===== src/rtl/alsu_ctrl_pkg.sv =====
// Shared types, opcode constants and flag positions for the ALSU request
// arbiter/controller, plus the command legality check.
package alsu_ctrl_pkg;

    typedef enum logic [1:0] {
        IDLE  = 2'd0,
        ISSUE = 2'd1,
        WAIT  = 2'd2,
        RESP  = 2'd3
    } state_e;

    typedef struct packed {
        logic [2:0] opcode;
        logic [2:0] a;
        logic [2:0] b;
        logic [6:0] flags;
    } alsu_cmd_t;

    localparam logic [2:0] OP_AND    = 3'd0;
    localparam logic [2:0] OP_OR     = 3'd1;
    localparam logic [2:0] OP_ADD    = 3'd2;
    localparam logic [2:0] OP_MUL    = 3'd3;
    localparam logic [2:0] OP_SHIFT  = 3'd4;
    localparam logic [2:0] OP_ROTATE = 3'd5;

    localparam int FLAG_CIN       = 6;
    localparam int FLAG_RED_A     = 5;
    localparam int FLAG_RED_B     = 4;
    localparam int FLAG_BYPASS_A  = 3;
    localparam int FLAG_BYPASS_B  = 2;
    localparam int FLAG_DIRECTION = 1;
    localparam int FLAG_SERIAL_IN = 0;

    // Reduction modes only make sense for the bitwise AND/OR opcodes.
    function automatic logic cmd_illegal(input alsu_cmd_t cmd);
        logic red_s;
        red_s = cmd.flags[FLAG_RED_A] | cmd.flags[FLAG_RED_B];
        return (cmd.opcode == 3'd6) || (cmd.opcode == 3'd7) ||
               (red_s && (cmd.opcode != OP_AND) && (cmd.opcode != OP_OR));
    endfunction

endpackage


===== src/rtl/alsu_rr_arb.sv =====
// Two-way round-robin arbiter: on a tie the requester not granted last wins;
// the pointer moves only when the caller signals a completed transfer.
module alsu_rr_arb (
    input  logic       clk,
    input  logic       rst_n,
    input  logic [1:0] valid,
    input  logic       advance,
    output logic [1:0] grant
);

    logic last_q;

    // Grant selection from current requests and last-granted pointer.
    always_comb begin
        grant = 2'b00;
        if (valid == 2'b11) begin
            grant = last_q ? 2'b01 : 2'b10;
        end else begin
            grant = valid;
        end
    end

    // Last-granted pointer; reset value 1 lets requester 0 win the first tie.
    always_ff @(posedge clk or negedge rst_n) begin
        if (!rst_n) begin
            last_q <= 1'b1;
        end else if (advance) begin
            last_q <= grant[1];
        end else begin
            last_q <= last_q;
        end
    end

endmodule


===== src/rtl/alsu_arb_ctrl.sv =====
// Arbitrates two requesters onto a single ALSU, waits LATENCY cycles for the
// result and returns it over a valid/ready response channel.
module alsu_arb_ctrl
    import alsu_ctrl_pkg::*;
#(
    parameter int unsigned LATENCY        = 2,
    parameter              INPUT_PRIORITY = "A"
) (
    input  logic        clk,
    input  logic        rst_n,
    input  logic        req0_valid,
    output logic        req0_ready,
    input  logic [2:0]  req0_opcode,
    input  logic [2:0]  req0_a,
    input  logic [2:0]  req0_b,
    input  logic [6:0]  req0_flags,
    input  logic        req1_valid,
    output logic        req1_ready,
    input  logic [2:0]  req1_opcode,
    input  logic [2:0]  req1_a,
    input  logic [2:0]  req1_b,
    input  logic [6:0]  req1_flags,
    output logic [2:0]  alsu_opcode,
    output logic [2:0]  alsu_a,
    output logic [2:0]  alsu_b,
    output logic [6:0]  alsu_flags,
    input  logic [5:0]  alsu_out,
    input  logic [15:0] alsu_leds,
    output logic        rsp_valid,
    input  logic        rsp_ready,
    output logic        rsp_id,
    output logic [5:0]  rsp_data,
    output logic        rsp_err,
    output logic        rsp_leds
);

    localparam logic [3:0] LAST_CNT = 4'(LATENCY - 1);

    state_e     state_q;
    logic [3:0] wait_cnt_q;
    alsu_cmd_t  alsu_q;
    logic [1:0] valid_s;
    logic [1:0] grant_s;
    logic       xfer_s;
    alsu_cmd_t  req_cmd_s;

    alsu_rr_arb u_arb (
        .clk     (clk),
        .rst_n   (rst_n),
        .valid   (valid_s),
        .advance (xfer_s),
        .grant   (grant_s)
    );

    // Requests are only visible to the arbiter while idle; ready is forced low in reset.
    always_comb begin
        valid_s    = (state_q == IDLE) ? {req1_valid, req0_valid} : 2'b00;
        req0_ready = grant_s[0] & rst_n;
        req1_ready = grant_s[1] & rst_n;
        xfer_s     = (req0_ready & req0_valid) | (req1_ready & req1_valid);
        if (grant_s[1]) begin
            req_cmd_s = {req1_opcode, req1_a, req1_b, req1_flags};
        end else begin
            req_cmd_s = {req0_opcode, req0_a, req0_b, req0_flags};
        end
    end

    assign alsu_opcode = alsu_q.opcode;
    assign alsu_a      = alsu_q.a;
    assign alsu_b      = alsu_q.b;
    assign alsu_flags  = alsu_q.flags;

    // Control FSM with registered ALSU pins and response payload.
    always_ff @(posedge clk or negedge rst_n) begin
        if (!rst_n) begin
            state_q    <= IDLE;
            wait_cnt_q <= 4'd0;
            alsu_q     <= '0;
            rsp_valid  <= 1'b0;
            rsp_id     <= 1'b0;
            rsp_data   <= 6'd0;
            rsp_err    <= 1'b0;
            rsp_leds   <= 1'b0;
        end else begin
            case (state_q)
                IDLE: begin
                    if (xfer_s) begin
                        rsp_id <= grant_s[1];
                        if (cmd_illegal(req_cmd_s)) begin
                            rsp_valid <= 1'b1;
                            rsp_err   <= 1'b1;
                            rsp_data  <= 6'd0;
                            rsp_leds  <= 1'b0;
                            state_q   <= RESP;
                        end else begin
                            // Pins load here so they are live for the whole ISSUE cycle.
                            alsu_q  <= req_cmd_s;
                            rsp_err <= 1'b0;
                            state_q <= ISSUE;
                        end
                    end else begin
                        state_q <= IDLE;
                    end
                end
                ISSUE: begin
                    wait_cnt_q <= 4'd0;
                    state_q    <= WAIT;
                end
                WAIT: begin
                    if (wait_cnt_q == LAST_CNT) begin
                        wait_cnt_q <= 4'd0;
                        rsp_data   <= alsu_out;
                        rsp_leds   <= |alsu_leds;
                        rsp_valid  <= 1'b1;
                        state_q    <= RESP;
                    end else begin
                        wait_cnt_q <= wait_cnt_q + 4'd1;
                    end
                end
                RESP: begin
                    if (rsp_ready) begin
                        rsp_valid <= 1'b0;
                        state_q   <= IDLE;
                    end else begin
                        state_q <= RESP;
                    end
                end
                default: begin
                    state_q <= IDLE;
                end
            endcase
        end
    end

endmodule


===== config.mk =====
export PLATFORM = sky130hd
export DESIGN_NAME = alsu_arb_ctrl
export DESIGN_NICKNAME = d
export VERILOG_FILES = /design/src/rtl/alsu_ctrl_pkg.sv /design/src/rtl/alsu_rr_arb.sv /design/src/rtl/alsu_arb_ctrl.sv
export SDC_FILE = /design/constraint.sdc
export NUM_CORES = 1
export LEC_CHECK = 0
export ABC_CLOCK_PERIOD_IN_PS = 3600
export BUFFER_PORTS_ARGS = -buffer_cell sky130_fd_sc_hd__buf_2
export CAP_MARGIN = 20
export CORE_MARGIN = 2
export CORE_UTILIZATION = 45
export DETAILED_ROUTE_END_ITERATION = 7
export PLACE_DENSITY_LB_ADDON = 0.3
export SYNTH_ARGS = -nofsm -noshare
export SYNTH_HDL_FRONTEND = slang
export SYNTH_SLANG_ARGS = --single-unit

===== constraint.sdc =====
create_clock -name clk -period 3.6 [get_ports clk]
set_clock_uncertainty 0.1 [all_clocks]
set_input_delay 1.08 -clock clk [delete_from_list [all_inputs] [get_ports clk]]
set_output_delay 1.08 -clock clk [all_outputs]
set_load 0.005 [all_outputs]

==> results.txt, run 1 <==
status = finished, final reports clean
number of nets in the layout = 307
standard-cell rows = 23
number of global-route vias before repair = 1,472
Worst Max-Slew Pin Slew = 659 ps
H-tree levels = 2
clk buf depth = 2
RSZ-0062 raised after global routing = false
average wire per standard cell = 15.1 µm
minimum clock period after layout = 3000 ps
count of clock tree sinks = 33
class of the tightest hold or removal check = reg2reg
maximum vdd ir drop = 0.387 mV
worst hold slack after final layout = 374 ps
cell area after synthesis = 1880 µm²
first-pass GRT wire length = 6.81 mm
Detail Route Antenna Nets = 0
syn_area_per_cell = 12.5 µm²
Antenna Diode Count = 0
IO Port Bufs = 86
share of flip-flops with an asynchronous set or reset after synthesis = 100%
share of layout cells above drive strength 1 = 56.6%
CTS tree = done
required time of the critical path = 2420 ps
horizontal extent of the die = 68.6 µm
signal arrival time at the worst endpoint = 1820 ps
library cell used as clock root buffer = clkbuf_8
Routability Congestion = 0.784
final setup vio count = 0
Clock transition at path regs = 60 ps
die area = 4700 µm²
overall overflow remaining after global route = 0
number of synthesized flops with an enable pin = 0
Post-Syn Instances = 150
part of the Yosys area used for sequential elements = 44.1%
pre-CTS setup slack = 590 ps
Total Negative Setup Slacks = 0 ps
first-pass iteration count of the detailed router = 5
Worst Setup Slack, final = 597 ps
Via Count = 1,581
maximum net fanout on the critical path = 15
capturing element type of the critical path = output port
leading register cell type out of synthesis = dfrtp_1
Initial DRC Count = 55
max_cap viols = 0
I/O pin total = 87
total core area = 4000 µm²
relative slew slack = 56.0%
timing-limited maximum frequency = 0.333 GHz
final count of hold timing violations = 0
Net Count, Synth = 216
most frequent standard cell in the layout excluding fill and tap cells = buf_2
maximum number of pins on one net before global-route repair = 25
Post-CTS Repair Setup Buffers = 0
Leakage = 1.18 nW
aggregate global-route resource usage = 19.6%
startpoint type of the worst setup path = primary input
Post-CTS Resized = 0
antenna violations before repair = 0
clock latency on the worst-skew pair = 270 ps
die height = 68.6 µm
total of flip-flops plus latches after synthesis = 33
final core utilization = 60.8%
DRC violations left = 0
HPWL reported at the end of detailed placement = 3.42 mm
count of unique library cells instantiated by Yosys = 47
number of buffers added to fix hold violations after cts = 0
number of vias per cell after detailed routing = 5.41
starting utilization of the core area = 46.9%
critical path type = in2out
Routed Wire Length = 4.41 mm
TritonCTS Buffers = 5
Area Overhead vs Synth = 29.5%
most frequent cells in the layout = buf_2, dfrtp_1, mux2_2
yosys synthesis warning count = 0
areal power density over the cells = 713 nW/µm²
final period utilization = 83.4%
number of pins with negative max-slew slack in the final report = 0
-- cells by family after synthesis --
group / Yosys count / synth area share (%)
compound gates: 38 / 17.3
mux: 33 / 21.7
flops: 33 / 44.1
simple gates: 29 / 9.13
buf+inv: 10 / 3.13
fa+ha+maj: 7 / 4.67
-- layer usage --
layer  part of all wire [%]  track usage, %  vias up  wire length [µm]
met5                      0               0        -                 0
met4                    1.2            6.50        0                52
met3                    6.1            5.68        9               271
met2                     48            29.9       56              2120
met1                     45            26.5      752              1970
li1                       -               -      764                 -
-- final cells by class --
class / instances / area (µm²)
Tap cell: 50 / 62.6
Multi-Input combinational cell: 107 / 991
Timing Repair Buffer: 88 / 445
Clock buffer: 6 / 72.6
Sequential cell: 33 / 827
Fill cell: 351 / 1570
Inverter: 6 / 22.5
Clock inverter: 2 / 10.0
-- synthesized netlist by cell type, types with 3 or more instances --
master,instances,area share [%]
inv_1,6,1.2
o21ai_0,4,1.1
nand3_1,3,0.80
a32o_1,7,3.7
nand2_1,7,1.4
a21oi_1,4,1.1
nor4_1,4,1.3
ha_1,7,4.7
mux2_4,10,8.0
mux2_2,22,13
and2_1,3,1.0
dfrtp_1,32,43
-- worst max-delay path, cell delays in order --
cell and delay (ps):
buf_2 310, nand3_1 110, a21oi_1 170, buf_2 140
-- flip-flops by register name, indices dropped and copies added (netlist names) --
register / count
rsp_id: 1
wait_cnt_q: 4
state_q: 2
rsp_err: 1
alsu_opcode: 3
u_arb.last_q: 1
rsp_valid: 1
alsu_a: 3
rsp_leds: 1
rsp_data: 6
alsu_flags: 7
alsu_b: 3
-- report_power, final --
group | leakage (nW) | switching (mW) | internal [mW]
Clock | 0.0450 | 0.128 | 0.134
Combinational | 0.724 | 0.394 | 0.440
Sequential | 0.409 | 0.0952 | 0.544
Total | 1.18 | 0.616 | 1.12
-- worst paths after layout --
kind / startpoint / end / slack (ps) / cells past startpoint
min in group asynchronous: rst_n / rsp_valid / 610 / 1
worst min-delay path: rsp_err / rsp_err / 370 / 2
worst max-delay path: rst_n / req0_ready / 600 / 4
max in group asynchronous: rst_n / wait_cnt_q[2] / 2170 / 2
worst min register to register: rsp_err / rsp_err / 370 / 2
worst max register to register: state_q[1] / alsu_b[1] / 1030 / 6
-- metrics by stage --
step	instances	power, mW	area (µm²)
floorplan	150	1.18	1880
global placement	284	1.47	2350
detailed placement	284	1.48	2350
CTS	292	1.75	2430
global route	292	1.87	2430
finish	292	1.73	2430
Power figures use the tool's default switching activity.
==> run 2: changes to the inputs <==
--- a/config.mk
+++ b/config.mk
@@ -5,11 +5,12 @@
 export SDC_FILE = /design/constraint.sdc
 export NUM_CORES = 1
 export LEC_CHECK = 0
-export ABC_CLOCK_PERIOD_IN_PS = 3600
+export ABC_AREA = 1
+export ABC_CLOCK_PERIOD_IN_PS = 2700
 export BUFFER_PORTS_ARGS = -buffer_cell sky130_fd_sc_hd__buf_2
 export CAP_MARGIN = 20
 export CORE_MARGIN = 2
-export CORE_UTILIZATION = 45
+export CORE_UTILIZATION = 42
 export DETAILED_ROUTE_END_ITERATION = 7
 export PLACE_DENSITY_LB_ADDON = 0.3
 export SYNTH_ARGS = -nofsm -noshare
==> constraint.sdc (replaced) <==
create_clock -name clk -period 2.7 [get_ports clk]
set_clock_uncertainty 0.1 [all_clocks]
set_input_delay 0.81 -clock clk [delete_from_list [all_inputs] [get_ports clk]]
set_output_delay 0.81 -clock clk [all_outputs]
set_load 0.005 [all_outputs]
==> run 2 against run 1 <==
  * Final area up 0.67%
  * Area after synthesis down 1.1%
  * First-iteration DRC count up 15%
  * Sequential cell count unchanged
  * Largest cell class unchanged
==> results.txt, run 2 <==
startpoint type of the worst setup path = register
max_cap viols = 0
number of vias per cell after detailed routing = 4.75
critical path type = reg2out
clock latency on the worst-skew pair = 290 ps
signal arrival time at the worst endpoint = 1600 ps
slowest library cell on the worst path = dfrtp_1
timing-limited maximum frequency = 0.398 GHz
first-pass iteration count of the detailed router = 4
antenna violations before repair = 0
synth top area cells = dfrtp_1, nand2_2, nand2_1
first-pass GRT wire length = 6.41 mm
Post-Syn Instances = 195
most used standard cell by instance count after synthesis = nand2_1
leading register cell type out of synthesis = dfrtp_1
count of unique library cells instantiated by Yosys = 27
share of layout cells above drive strength 1 = 51.6%
Crit path buffers/inverters = 4
CTS tree = done
aggregate global-route resource usage = 16.3%
Antenna Diode Count = 0
Initial DRC Count = 63
Via Count = 1,609
total core area = 4290 µm²
minimum clock period after layout = 2510 ps
cell area after synthesis = 1860 µm²
I/O pin total = 87
instance area after placement = 2330 µm²
library cell used as clock root buffer = clkbuf_8
flip-flop count of the largest register after layout = 7
standard-cell rows = 24
status = finished, final reports clean
most used standard cells in the synthesized netlist = nand2_1, dfrtp_1, nand2_2
Routed Wire Length = 3.84 mm
part of the Yosys area used for sequential elements = 44.5%
critical path's largest stage delay = 420 ps
clk buf depth = 2
H-tree levels = 2
Routability Congestion = 0.738
Total Negative Setup Slacks = 0 ps
die height = 70.5 µm
yosys synthesis warning count = 0
final std cell area, no fill = 2450 µm²
DRC violations left = 0
total of flip-flops plus latches after synthesis = 33
largest area contributor in the netlist = dfrtp_1
share of flip-flops with an asynchronous set or reset after synthesis = 100%
IO Port Bufs = 86
number of nets in the layout = 352
worst hold slack after final layout = 367 ps
overall overflow remaining after global route = 0
Clock transition at path regs = 70 ps
starting utilization of the core area = 43.2%
required time of the critical path = 1790 ps
Area Overhead vs Synth = 31.8%
Worst Max-Slew Pin Slew = 461 ps
Net Count, Synth = 261
most used cell, CP = inv_1
class of the tightest hold or removal check = in2async
critical path cell sequence = inv_1 -> ha_1 -> inv_1 -> nor2_1 -> nand2_1 -> inv_1 -> buf_2
horizontal extent of the die = 70.5 µm
final count of hold timing violations = 0
most frequent standard cell in the layout excluding fill and tap cells = buf_2
Post-CTS Resized = 0
syn_area_per_cell = 9.52 µm²
maximum number of pins on one net before global-route repair = 32
Leakage = 1.40 nW
Detail Route Antenna Nets = 0
HPWL reported at the end of detailed placement = 3.00 mm
post-synth top area share = 43.1%
number of global-route vias before repair = 1,425
number of buffers added to fix hold violations after cts = 0
number of synthesized flops with an enable pin = 0
final setup vio count = 0
TritonCTS Buffers = 5
maximum net fanout on the critical path = 4
average wire per standard cell = 11.3 µm
relative slew slack = 69.2%
maximum vdd ir drop = 0.449 mV
Post-CTS Repair Setup Buffers = 0
count of clock tree sinks = 33
number of pins with negative max-slew slack in the final report = 0
capturing element type of the critical path = output port
final period utilization = 93.1%
die area = 4970 µm²
most frequent cells in the layout = buf_2, nand2_1, dfrtp_1
areal power density over the cells = 999 nW/µm²
RSZ-0062 raised after global routing = false
CP delay by family, top = flip-flops
run 2: changes by cell type in the layout (fill, tap and decap cells not counted), sizes merged, moves of 3 or more:
cell | previous run | this run
or2 | 0 | 3
nand3 | 3 | 16
and2 | 3 | 0
inv | 6 | 13
o21ai | 4 | 15
nor2 | 2 | 7
nand2 | 7 | 64
mux2i | 1 | 13
o31ai | 3 | 0
a32o | 7 | 0
mux2 | 32 | 0
run 2: cells by family after synthesis:
group | Yosys count | synth area share (%)
AO/OA/AOI/OAI | 25 | 10.1
XOR/XNOR | 1 | 0.472
adder cells (fa/ha/maj) | 7 | 4.72
buffers and inverters | 19 | 5.46
flip-flops | 33 | 44.5
multiplexers | 13 | 7.01
AND/OR/NAND/NOR | 97 | 27.7
run 2: worst paths after layout:
check	to	slack (ps)	depth (start not counted)	startpoint
min	rsp_id	370	2	rst_n
max in group asynchronous	alsu_flags[5]	1800	2	rst_n
min reg2reg	rsp_data[4]	370	2	rsp_data[4]
min in group clk	rsp_data[4]	370	2	rsp_data[4]
max reg2reg	alsu_flags[2]	580	13	state_q[0]
max	req0_ready	190	7	state_q[0]
run 2: routing by layer:
metal	GRT usage (%)	share of wire, %	vias up
met2	24.4	45	49
met5	0	0	-
met4	8.33	2.2	0
li1	-	-	829
met3	3.61	6.4	8
met1	22.1	46	723
run 2: power breakdown:
part           internal [mW]  switching (mW)  total, mW  leakage [nW]
logic                  0.489           0.651       1.14         0.920
registers              0.706           0.122      0.828         0.417
clock network          0.301           0.177      0.478        0.0585
total                   1.49           0.950       2.45          1.40
run 2: layout make-up:
type	instances	area [µm²]
fillers	419	1850
well taps	52	65.1
clock buffers	7	86.3
flip-flops and latches	33	827
inverters	14	57.6
repair buffers	89	453
clock inverters	1	30.0
multi-input cells	143	928
run 2: through the flow:
step | util (%) | worst slack (ps) | total power [mW] | instances
floorplan | - | 646 | 1.64 | 195
global placement | 54.3 | 388 | 1.98 | 331
finish | 57.0 | 187 | 2.45 | 339
detailed placement | 54.3 | 352 | 2.00 | 331
global route | 57.0 | 56.1 | 2.66 | 339
CTS | 57.0 | 189 | 2.49 | 339
==> run 3: changes to the inputs <==
--- a/config.mk
+++ b/config.mk
@@ -12,7 +12,7 @@
 export CORE_MARGIN = 2
 export CORE_UTILIZATION = 42
 export DETAILED_ROUTE_END_ITERATION = 7
-export PLACE_DENSITY_LB_ADDON = 0.3
+export PLACE_DENSITY = 0.76
 export SYNTH_ARGS = -nofsm -noshare
 export SYNTH_HDL_FRONTEND = slang
 export SYNTH_SLANG_ARGS = --single-unit
==> run 3 against run 2 <==
  * Maximum frequency hardly changed
  * Sequential power is 0.6% higher
  * Total power is 0.40% higher
  * Final cell count is 0.29% lower
  * Wire length is 2.7% higher
  * Die area stayed put
  * Combinational power hardly changed
  * Final area is 0.31% lower
  * Global-route usage is 0.56 points higher
  * Worst hold slack worse by 0.52 ps
  * Sequential share of layout area is 0.10 points higher
  * Critical path type unchanged
  * Largest cell class unchanged
==> results.txt, run 3 (same netlist as run 2, synthesis figures left out) <==
status = finished, final reports clean
most used cell, CP = inv_1
minimum clock period after layout = 2510 ps
slowest library cell on the worst path = dfrtp_1
Post-CTS Repair Setup Buffers = 0
reg2reg path depth = 13
maximum number of pins on one net before global-route repair = 34
overall overflow remaining after global route = 0
number of buffers added to fix hold violations after cts = 0
critical path cell sequence = inv_1 -> ha_1 -> inv_1 -> nor2_1 -> nand2_1 -> inv_1 -> buf_2
Routability Congestion = 0.758
power spent charging and discharging nets = 0.961 mW
total core area = 4290 µm²
reg2reg end = alsu_flags[2]
Initial DRC Count = 63
Hold Path Depth = 2
capturing element type of the critical path = output port
count of clock tree sinks = 33
clock latency on the worst-skew pair = 270 ps
critical path type = reg2out
signal arrival time at the worst endpoint = 1600 ps
most frequent standard cell in the layout excluding fill and tap cells = buf_2
final core utilization = 56.8%
antenna violations before repair = 0
IO Port Bufs = 86
startpoint type of the worst setup path = register
Worst Hold Launch = rsp_data[1]
Via Count = 1,616
Crit path buffers/inverters = 4
DRC violations left = 0
standard-cell rows = 24
first-pass GRT wire length = 6.63 mm
required time of the critical path = 1790 ps
most frequent cells in the layout = buf_2, nand2_1, dfrtp_1
Clock transition at path regs = 70 ps
Area Overhead vs Synth = 31.4%
R2R setup slack = 560 ps
aggregate global-route resource usage = 16.9%
clock network fraction of design power = 19.3%
maximum vdd ir drop = 0.465 mV
combinational cell fraction of total power = 46.8%
number of global-route vias before repair = 1,511
maximum net fanout on the critical path = 4
CTS tree = done
final period utilization = 93.0%
Worst Max-Slew Pin Slew = 451 ps
Total Negative Setup Slacks = 0 ps
library cell used as clock root buffer = clkbuf_8
Routed Wire Length = 3.94 mm
timing-limited maximum frequency = 0.398 GHz
switching portion of total power = 39.2%
TritonCTS Buffers = 5
worst hold slack after final layout = 367 ps
cell internal pwr = 1.49 mW
fraction of power consumed by sequential logic = 33.9%
max_cap viols = 0
beginning of the worst register-to-register path = state_q[0]
hold-critical path endpoint = rsp_data[1]
flip-flop count of the largest register after layout = 7
die area = 4970 µm²
starting utilization of the core area = 43.2%
Antenna Diode Count = 0
first-pass iteration count of the detailed router = 4
final setup vio count = 0
CP delay by family, top = flip-flops
final count of hold timing violations = 0
Leakage = 1.39 nW
Post-CTS Resized = 0
die height = 70.5 µm
Detail Route Antenna Nets = 0
clk buf depth = 2
horizontal extent of the die = 70.5 µm
number of nets in the layout = 351
H-tree levels = 2
I/O pin total = 87
share of layout cells above drive strength 1 = 51.4%
number of pins with negative max-slew slack in the final report = 0
average wire per standard cell = 11.7 µm
class of the tightest hold or removal check = reg2reg
HPWL reported at the end of detailed placement = 3.03 mm
number of vias per cell after detailed routing = 4.78
RSZ-0062 raised after global routing = false
critical path's largest stage delay = 420 ps
areal power density over the cells = 1010 nW/µm²
relative slew slack = 69.9%
run 3: changes by cell type in the layout (fill, tap and decap cells not counted):
cell	delta
buf_4	-1
run 3: how the worst max path moves through the flow:
stage / slack, ps / endpoint / cells after the start / start
floorplan: 650 / req1_ready / 3 / req0_valid
global placement: 420 / req1_ready / 5 / req0_valid
detailed placement: 380 / req1_ready / 5 / req0_valid
CTS: 190 / req0_ready / 7 / state_q[0]
global route: 50 / req0_ready / 7 / state_q[0]
finish: 190 / req0_ready / 7 / state_q[0]
run 3: worst register-to-register path, cell delays in order (launching register included):
cell,delay [ps]
dfrtp_1,410
inv_1,100
ha_1,260
nand2_2,120
clkinv_4,80
nand2_4,90
nand2_2,50
nand2_2,60
nand2_1,60
nand2_2,110
nand2_4,70
nand2_4,340
nand2_1,120
o21ai_2,70
run 3: stage by stage:
stage	instance area, µm²	std cells	power (mW)	setup slack, ps
final	2440	338	2.45	188
after detailed placement	2320	330	2.00	376
after CTS	2440	338	2.49	185
after global routing	2440	338	2.66	47.9
after floorplan	1860	195	1.64	646
after global placement	2320	330	1.96	419
run 3: area by class of cell:
type,instances,area [µm²]
multi-input combinational,143,928
clock buffer,7,86.3
inverter,14,57.6
fill,394,1850
sequential,33,827
timing repair buffer,88,445
tap,52,65.1
clock inverter,1,30.0
run 3: layer usage:
metal | vias up | global-route usage [%] | wire length (µm)
li1 | 825 | - | -
met1 | 737 | 20.6 | 1720
met2 | 52 | 27.6 | 1920
met3 | 2 | 4.91 | 261
met4 | 0 | 7.26 | 40
met5 | - | 0 | 0
run 3: power groups by stage:
stage	registers (mW)	clock network [mW]	logic [mW]
3_5_place_dp	0.840	0	1.16
4_1_cts	0.834	0.487	1.16
5_1_grt	0.857	0.508	1.30
2_1_floorplan	0.849	0	0.790
3_3_place_gp	0.833	0	1.13
6_report	0.833	0.474	1.15
